`config.mk`:
```
export PLATFORM = sky130hd
export DESIGN_NAME = btn_conditioner
export DESIGN_NICKNAME = d
export VERILOG_FILES = /design/src/rtl/btn_pkg.sv /design/src/rtl/btn_chan.sv /design/src/rtl/btn_conditioner.sv
export SDC_FILE = /design/constraint.sdc
export NUM_CORES = 1
export LEC_CHECK = 0
export CELL_PAD_IN_SITES_DETAIL_PLACEMENT = 1
export CELL_PAD_IN_SITES_GLOBAL_PLACEMENT = 2
export CORE_UTILIZATION = 37
export DETAILED_ROUTE_END_ITERATION = 10
export PLACE_DENSITY_LB_ADDON = 0.1
export SYNTH_ARGS = -nofsm -noshare
export SYNTH_HDL_FRONTEND = slang
export SYNTH_SLANG_ARGS = --single-unit
```
`constraint.sdc`:
```
create_clock -name clk_in -period 2.5 [get_ports clk_in]
set_clock_uncertainty 0.1 [all_clocks]
set_input_delay 0.5 -clock clk_in [delete_from_list [all_inputs] [get_ports clk_in]]
set_output_delay 0.5 -clock clk_in [all_outputs]
set_load 0.01 [all_outputs]
```
`src/rtl/btn_pkg.sv`:
```
// Shared constants and helpers for the button conditioner.
package btn_pkg;

  localparam int unsigned CLK_HZ = 65_000_000;

  // Default timing: ~15.4 ms debounce, 0.5 s repeat delay, 0.1 s repeat period.
  localparam int unsigned DB_COUNT_DEF      = CLK_HZ / 65;
  localparam int unsigned REPEAT_DELAY_DEF  = CLK_HZ / 2;
  localparam int unsigned REPEAT_PERIOD_DEF = CLK_HZ / 10;

  localparam int unsigned N_CH_DEF = 5;

  // Board channel indices.
  localparam int unsigned BTN_C = 0;
  localparam int unsigned BTN_U = 1;
  localparam int unsigned BTN_D = 2;
  localparam int unsigned BTN_L = 3;
  localparam int unsigned BTN_R = 4;

  // Width of a counter that must reach count-1 (never less than one bit).
  function automatic int unsigned cnt_width(input int unsigned count);
    return (count <= 2) ? 1 : $clog2(count);
  endfunction

endpackage

```
`src/rtl/btn_chan.sv`:
```
// One button channel: 2-flop synchroniser, stability-counter debounce,
// registered rise/fall pulses and, with BTN_AUTOREPEAT_EN defined,
// hold-to-repeat pulses. Without the macro repeat_out is tied low.
module btn_chan
  import btn_pkg::*;
#(
  parameter int unsigned DB_COUNT      = DB_COUNT_DEF,
  parameter int unsigned CNT_W         = cnt_width(DB_COUNT),
  parameter logic        ACTIVE_LOW    = 1'b0,
  parameter int unsigned REPEAT_DELAY  = REPEAT_DELAY_DEF,
  parameter int unsigned REPEAT_PERIOD = REPEAT_PERIOD_DEF,
  parameter int unsigned RPT_W         = cnt_width(REPEAT_DELAY)
) (
  input  logic clk_in,
  input  logic rst_in,
  input  logic btn_in,
  output logic clean_out,
  output logic rise_out,
  output logic fall_out,
  output logic repeat_out,
  output logic rise_next_out
);

  localparam logic [CNT_W-1:0] DbLast = CNT_W'(DB_COUNT - 1);

  logic             s1_q, s2_q;
  logic             cand_q, cand_d;
  logic             clean_q, clean_d;
  logic [CNT_W-1:0] cnt_q, cnt_d;
  logic             rise_q, rise_d;
  logic             fall_q, fall_d;
  logic             update;

  // Polarity correction then two-flop synchroniser.
  always_ff @(posedge clk_in) begin
    if (rst_in) begin
      s1_q <= 1'b0;
      s2_q <= 1'b0;
    end else begin
      s1_q <= btn_in ^ ACTIVE_LOW;
      s2_q <= s1_q;
    end
  end

  assign update = (s2_q == cand_q) && (cand_q != clean_q) && (cnt_q == DbLast);

  // Debounce next state: new candidate restarts the count, stable candidate commits.
  always_comb begin
    cand_d  = cand_q;
    clean_d = clean_q;
    cnt_d   = cnt_q;
    if (s2_q != cand_q) begin
      cand_d = s2_q;
      cnt_d  = '0;
    end else if (cand_q != clean_q) begin
      if (cnt_q == DbLast) begin
        clean_d = cand_q;
      end else begin
        cnt_d = cnt_q + CNT_W'(1);
      end
    end
    rise_d = update & cand_q & ~clean_q;
    fall_d = update & ~cand_q & clean_q;
  end

  // Debounce state and edge pulses.
  always_ff @(posedge clk_in) begin
    if (rst_in) begin
      cand_q  <= 1'b0;
      clean_q <= 1'b0;
      cnt_q   <= '0;
      rise_q  <= 1'b0;
      fall_q  <= 1'b0;
    end else begin
      cand_q  <= cand_d;
      clean_q <= clean_d;
      cnt_q   <= cnt_d;
      rise_q  <= rise_d;
      fall_q  <= fall_d;
    end
  end

  assign clean_out     = clean_q;
  assign rise_out      = rise_q;
  assign fall_out      = fall_q;
  assign rise_next_out = rise_d;

`ifdef BTN_AUTOREPEAT_EN
  localparam logic [RPT_W-1:0] DelayLast  = RPT_W'(REPEAT_DELAY - 1);
  localparam logic [RPT_W-1:0] PeriodLast = RPT_W'(REPEAT_PERIOD - 1);

  logic [RPT_W-1:0] rpt_cnt_q, rpt_cnt_d;
  logic             first_q, first_d;
  logic             rpt_q, rpt_d;

  // Repeat next state: a rise rearms the long first delay.
  always_comb begin
    rpt_cnt_d = rpt_cnt_q;
    first_d   = first_q;
    rpt_d     = 1'b0;
    if (rise_d) begin
      rpt_cnt_d = '0;
      first_d   = 1'b1;
    end else if (clean_q) begin
      if (rpt_cnt_q == (first_q ? DelayLast : PeriodLast)) begin
        rpt_d     = 1'b1;
        rpt_cnt_d = '0;
        first_d   = 1'b0;
      end else begin
        rpt_cnt_d = rpt_cnt_q + RPT_W'(1);
      end
    end else begin
      rpt_cnt_d = '0;
    end
  end

  // Repeat counter, first-delay flag and pulse register.
  always_ff @(posedge clk_in) begin
    if (rst_in) begin
      rpt_cnt_q <= '0;
      first_q   <= 1'b0;
      rpt_q     <= 1'b0;
    end else begin
      rpt_cnt_q <= rpt_cnt_d;
      first_q   <= first_d;
      rpt_q     <= rpt_d;
    end
  end

  assign repeat_out = rpt_q;
`else
  assign repeat_out = 1'b0;
`endif

endmodule

```
`src/rtl/btn_conditioner.sv`:
```
// Multi-channel button conditioner: one btn_chan per input plus a registered
// OR of all rise pulses. Auto-repeat is enabled by defining BTN_AUTOREPEAT_EN.
module btn_conditioner
  import btn_pkg::*;
#(
  parameter int unsigned      N_CH          = N_CH_DEF,
  parameter int unsigned      DB_COUNT      = DB_COUNT_DEF,
  parameter int unsigned      CNT_W         = cnt_width(DB_COUNT),
  parameter logic [N_CH-1:0]  ACTIVE_LOW    = '0,
  parameter int unsigned      REPEAT_DELAY  = REPEAT_DELAY_DEF,
  parameter int unsigned      REPEAT_PERIOD = REPEAT_PERIOD_DEF,
  parameter int unsigned      RPT_W         = cnt_width(REPEAT_DELAY)
) (
  input  logic            clk_in,
  input  logic            rst_in,
  input  logic [N_CH-1:0] btn_in,
  output logic [N_CH-1:0] clean_out,
  output logic [N_CH-1:0] rise_out,
  output logic [N_CH-1:0] fall_out,
  output logic [N_CH-1:0] repeat_out,
  output logic            any_rise_out
);

  logic [N_CH-1:0] rise_next;
  logic            any_rise_q;

  for (genvar i = 0; i < N_CH; i++) begin : g_chan
    btn_chan #(
      .DB_COUNT      (DB_COUNT),
      .CNT_W         (CNT_W),
      .ACTIVE_LOW    (ACTIVE_LOW[i]),
      .REPEAT_DELAY  (REPEAT_DELAY),
      .REPEAT_PERIOD (REPEAT_PERIOD),
      .RPT_W         (RPT_W)
    ) u_chan (
      .clk_in        (clk_in),
      .rst_in        (rst_in),
      .btn_in        (btn_in[i]),
      .clean_out     (clean_out[i]),
      .rise_out      (rise_out[i]),
      .fall_out      (fall_out[i]),
      .repeat_out    (repeat_out[i]),
      .rise_next_out (rise_next[i])
    );
  end

  // OR the per-channel next-state pulses so any_rise_out lines up with rise_out.
  always_ff @(posedge clk_in) begin
    if (rst_in) begin
      any_rise_q <= 1'b0;
    end else begin
      any_rise_q <= |rise_next;
    end
  end

  assign any_rise_out = any_rise_q;

endmodule

```
==> results.py <==
metrics = {
    "sta": {
        "fin_crit_sh_pct": 96.8,
        "clock.fmax_ghz": 0.413,
        "finalSetupViolCount": 0,
        "period_needed_ns": 2.42,
        "slew_violations": 0,
        "rsz0062_at_grt": "no",
        "hold_viol_final": 0,
        "slew_headroom_pct": 37.7,
        "fin_setup_tns_ns": 0,
        "fin_ws_ns": 0.0809,
        "worst_pin_slew_ns": 0.932,
    },
    "floorplanning": {
        "dieArea_mm2": 0.0169,
        "ioPinCount": 28,
        "rows": 46,
        "initial_core_util_pct": 38.0,
        "die_w_um": 130,
        "die_h_um": 130,
        "core_mm2": 0.0159,
    },
    "critical_path": {
        "r2r_setup_slack_ns": 0.08,
        "cp_data_arrival_time_ns": 2.62,
        "reg2reg_depth": 5,
        "critPathLaunch": "g_chan[4].u_chan.cnt_q[10]",
        "cp-end-kind": "flop",
        "cp-start-kind": "flop",
        "cp.required_ns": 2.70,
        "crit_end": "g_chan[4].u_chan.cnt_q[9]",
        "cp_max_fo": 8,
        "critPathKind": "reg -> reg",
        "r2r_start": "g_chan[4].u_chan.cnt_q[10]",
        "r2r_end": "g_chan[4].u_chan.cnt_q[9]",
    },
    "synthesis": {
        "yosys-top-cells-area": "dfxtp_1 43%, xor2_1 6.9%, nor2_1 5.1%",
        "yosysTopAreaCell": "dfxtp_1",
        "yosysSeqAreaShare_pct": 43.2,
        "synth_top_area_share_pct": 43.2,
        "synth.avg_cell_area_um2": 8.65,
        "synth_edf_count": 0,
        "synthTopCellsByCount": "131 x dfxtp_1, 82 x nor2_1, 48 x xor2_1",
        "yosysMostFrequentCell": "dfxtp_1",
        "synth_async_sr_flop_share_pct": 0,
        "ys_ff_latch": 131,
        "synth_flop_cell": "dfxtp_1",
        "synth_cell_type_count": 46,
        "syn-cell-area_mm2": 0.00607,
        "synth_warnings": 0,
        "syn_inst": 701,
    },
    "power_and_ir_drop": {
        "total_power_mw": 4.80,
        "swShare_pct": 21.6,
        "p_leak_nw": 2.40,
        "p_comb_share_pct": 2.5,
        "power_frac_seq_pct": 44.0,
        "p_per_area_mw_per_mm2": 672,
        "intPower_mw": 3.76,
        "ir_drop_mv": 0.543,
        "clockPowerShare_pct": 53.5,
        "power_switching_mw": 1.04,
    },
    "detailed_routing": {
        "first_pass_iters": 4,
        "drt-total-wl_um": 14800,
        "vias_per_cell": 5.30,
        "wire_per_inst_um": 15.6,
        "drc": 0,
        "vias": 5056,
        "drtIter0Drc": 225,
        "antenna_left": 0,
    },
    "finish": {
        "nets": 737,
        "area_growth_pct": 17.7,
        "stdcell_count": 954,
        "multiInputGateArea_mm2": 0.00319,
        "final_area_mm2": 0.00714,
        "n_antenna_cell": 0,
        "num-fill-cells": 1893,
        "drive_gt1_share_pct": 8.40,
        "seq_area_mm2": 0.00262,
    },
    "grt": {
        "grt_util_all_layers_pct": 19.2,
        "grt_pass1_vias": 5205,
        "grt_max_degree": 32,
        "antenna_found_initial": 0,
        "grt_pass1_wl_um": 25500,
        "grt-ovfl-total": 0,
    },
    "clock_network": {
        "clock_latency_ns": 0.42,
        "cts_hold_buf": 0,
        "path_clk_slew_ns": 0.06,
        "cts_resized": 0,
        "cts_tree": "built",
        "ctsLongestPathBuffers": 2,
        "cts_root_buf": "clkbuf_16",
        "cts_htree_levels": 4,
        "postCtsSetupBuffers": 0,
        "cts-buffers-inserted": 17,
        "cts_sinks": 131,
    },
    "place": {
        "hpwlAfterDp_um": 10400,
        "dp.cells": 922,
        "post-place-ws_ns": 0.115,
        "place_area_mm2": 0.00652,
        "port_buffers": 22,
        "gp_congestion": 0.750,
    },
    "status": {
        "status": "complete, no violations",
    },
    "min_path": {
        "hold_path_class": "reg -> reg",
    },
    "job": {
        "cap_violations": 0,
    },
}
## worst max-delay path: stages, from the launching register on
cell	delay (ns)
dfxtp_1	0.35
or4_1	0.54
or4_1	0.70
o21ai_2	0.37
or4_1	0.18
a21oi_1	0.07
## placed cells by master, fill, tap and decap left out, types with 14 or more instances in the layout
cell type | synthesis | final
and3_1 | 14 | 14
o21ai_0 | 28 | 28
nand4_1 | 26 | 26
nor3_1 | 14 | 14
nand3_1 | 42 | 42
dfxtp_1 | 131 | 131
nor4_1 | 16 | 16
clkbuf_16 | 0 | 17
xor2_1 | 48 | 48
nor2_1 | 82 | 82
xnor2_1 | 26 | 26
clkdlybuf4s50_1 | 0 | 22
buf_4 | 20 | 18
or3_1 | 19 | 19
nand2_1 | 47 | 47
nor2b_1 | 16 | 16
a21oi_1 | 31 | 31
## cells by family (layout without fill, tap and decap cells)
group | Yosys count | in the layout | share of synthesized area (%)
xor+xnor | 74 | 74 | 10.7
buf+inv | 53 | 86 | 4.54
simple gates | 339 | 339 | 30.5
other cells | 1 | 5 | 0.0618
compound gates | 94 | 94 | 9.28
flops | 131 | 131 | 43.2
fa+ha+maj | 5 | 5 | 1.03
mux | 4 | 4 | 0.660
## flip-flops by register name, indices dropped and copies added (netlist names)
name and count:
g_chan.u_chan.cnt_q 100, g_chan.u_chan.cand_q 5, g_chan.u_chan.clean_out 5, g_chan.u_chan.fall_out 5, g_chan.u_chan.rise_out 5, g_chan.u_chan.s1_q 5
g_chan.u_chan.s2_q 5, any_rise_out 1
## routing by layer
layer / global-route usage [%] / wire length (µm) / up-vias
met5: 0 / 0 / -
met4: 4.51 / 132 / 0
met3: 5.13 / 391 / 11
met2: 33.8 / 7400 / 47
met1: 23.3 / 6920 / 2469
li1: - / - / 2529
## through the flow
| stage | hold WS, ns | utilization, % |
|---|---|---|
| floorplan | 0.314 | - |
| global route | 0.362 | 44.8 |
| finish | 0.338 | 44.8 |
| CTS | 0.341 | 44.7 |
| detailed placement | 0.328 | 40.9 |
| global placement | 0.317 | 40.9 |
## power by group through the flow
| stage | sequential, mW | combinational [mW] | clock, mW |
|---|---|---|---|
| 6_report | 2.11 | 0.120 | 2.57 |
| 5_1_grt | 2.11 | 0.133 | 2.74 |
| 4_1_cts | 2.11 | 0.122 | 2.65 |
| 3_5_place_dp | 2.16 | 0.121 | 0 |
| 3_3_place_gp | 2.16 | 0.118 | 0 |
| 2_1_floorplan | 2.15 | 0.0776 | 0 |
## cell type report
cell class / count / share of cell area (%)
inverter: 12 / 0.631
tap: 216 / 3.79
clock inverter: 13 / 2.23
timing repair buffer: 42 / 5.54
sequential: 131 / 36.7
multi-input combinational: 521 / 44.7
clock buffer: 19 / 6.34
## how the worst min path moves through the flow
stage	endpoint	slack [ns]	cells after the start	from
floorplan	g_chan[0].u_chan.s2_q	0.31	1	g_chan[0].u_chan.s1_q
global placement	g_chan[0].u_chan.s2_q	0.32	1	g_chan[0].u_chan.s1_q
detailed placement	g_chan[3].u_chan.s2_q	0.33	1	g_chan[3].u_chan.s1_q
CTS	g_chan[3].u_chan.s2_q	0.34	1	g_chan[3].u_chan.s1_q
global route	g_chan[3].u_chan.s2_q	0.36	1	g_chan[3].u_chan.s1_q
finish	g_chan[3].u_chan.s2_q	0.34	1	g_chan[3].u_chan.s1_q
Note: power is estimated with default switching activity, not from simulation.
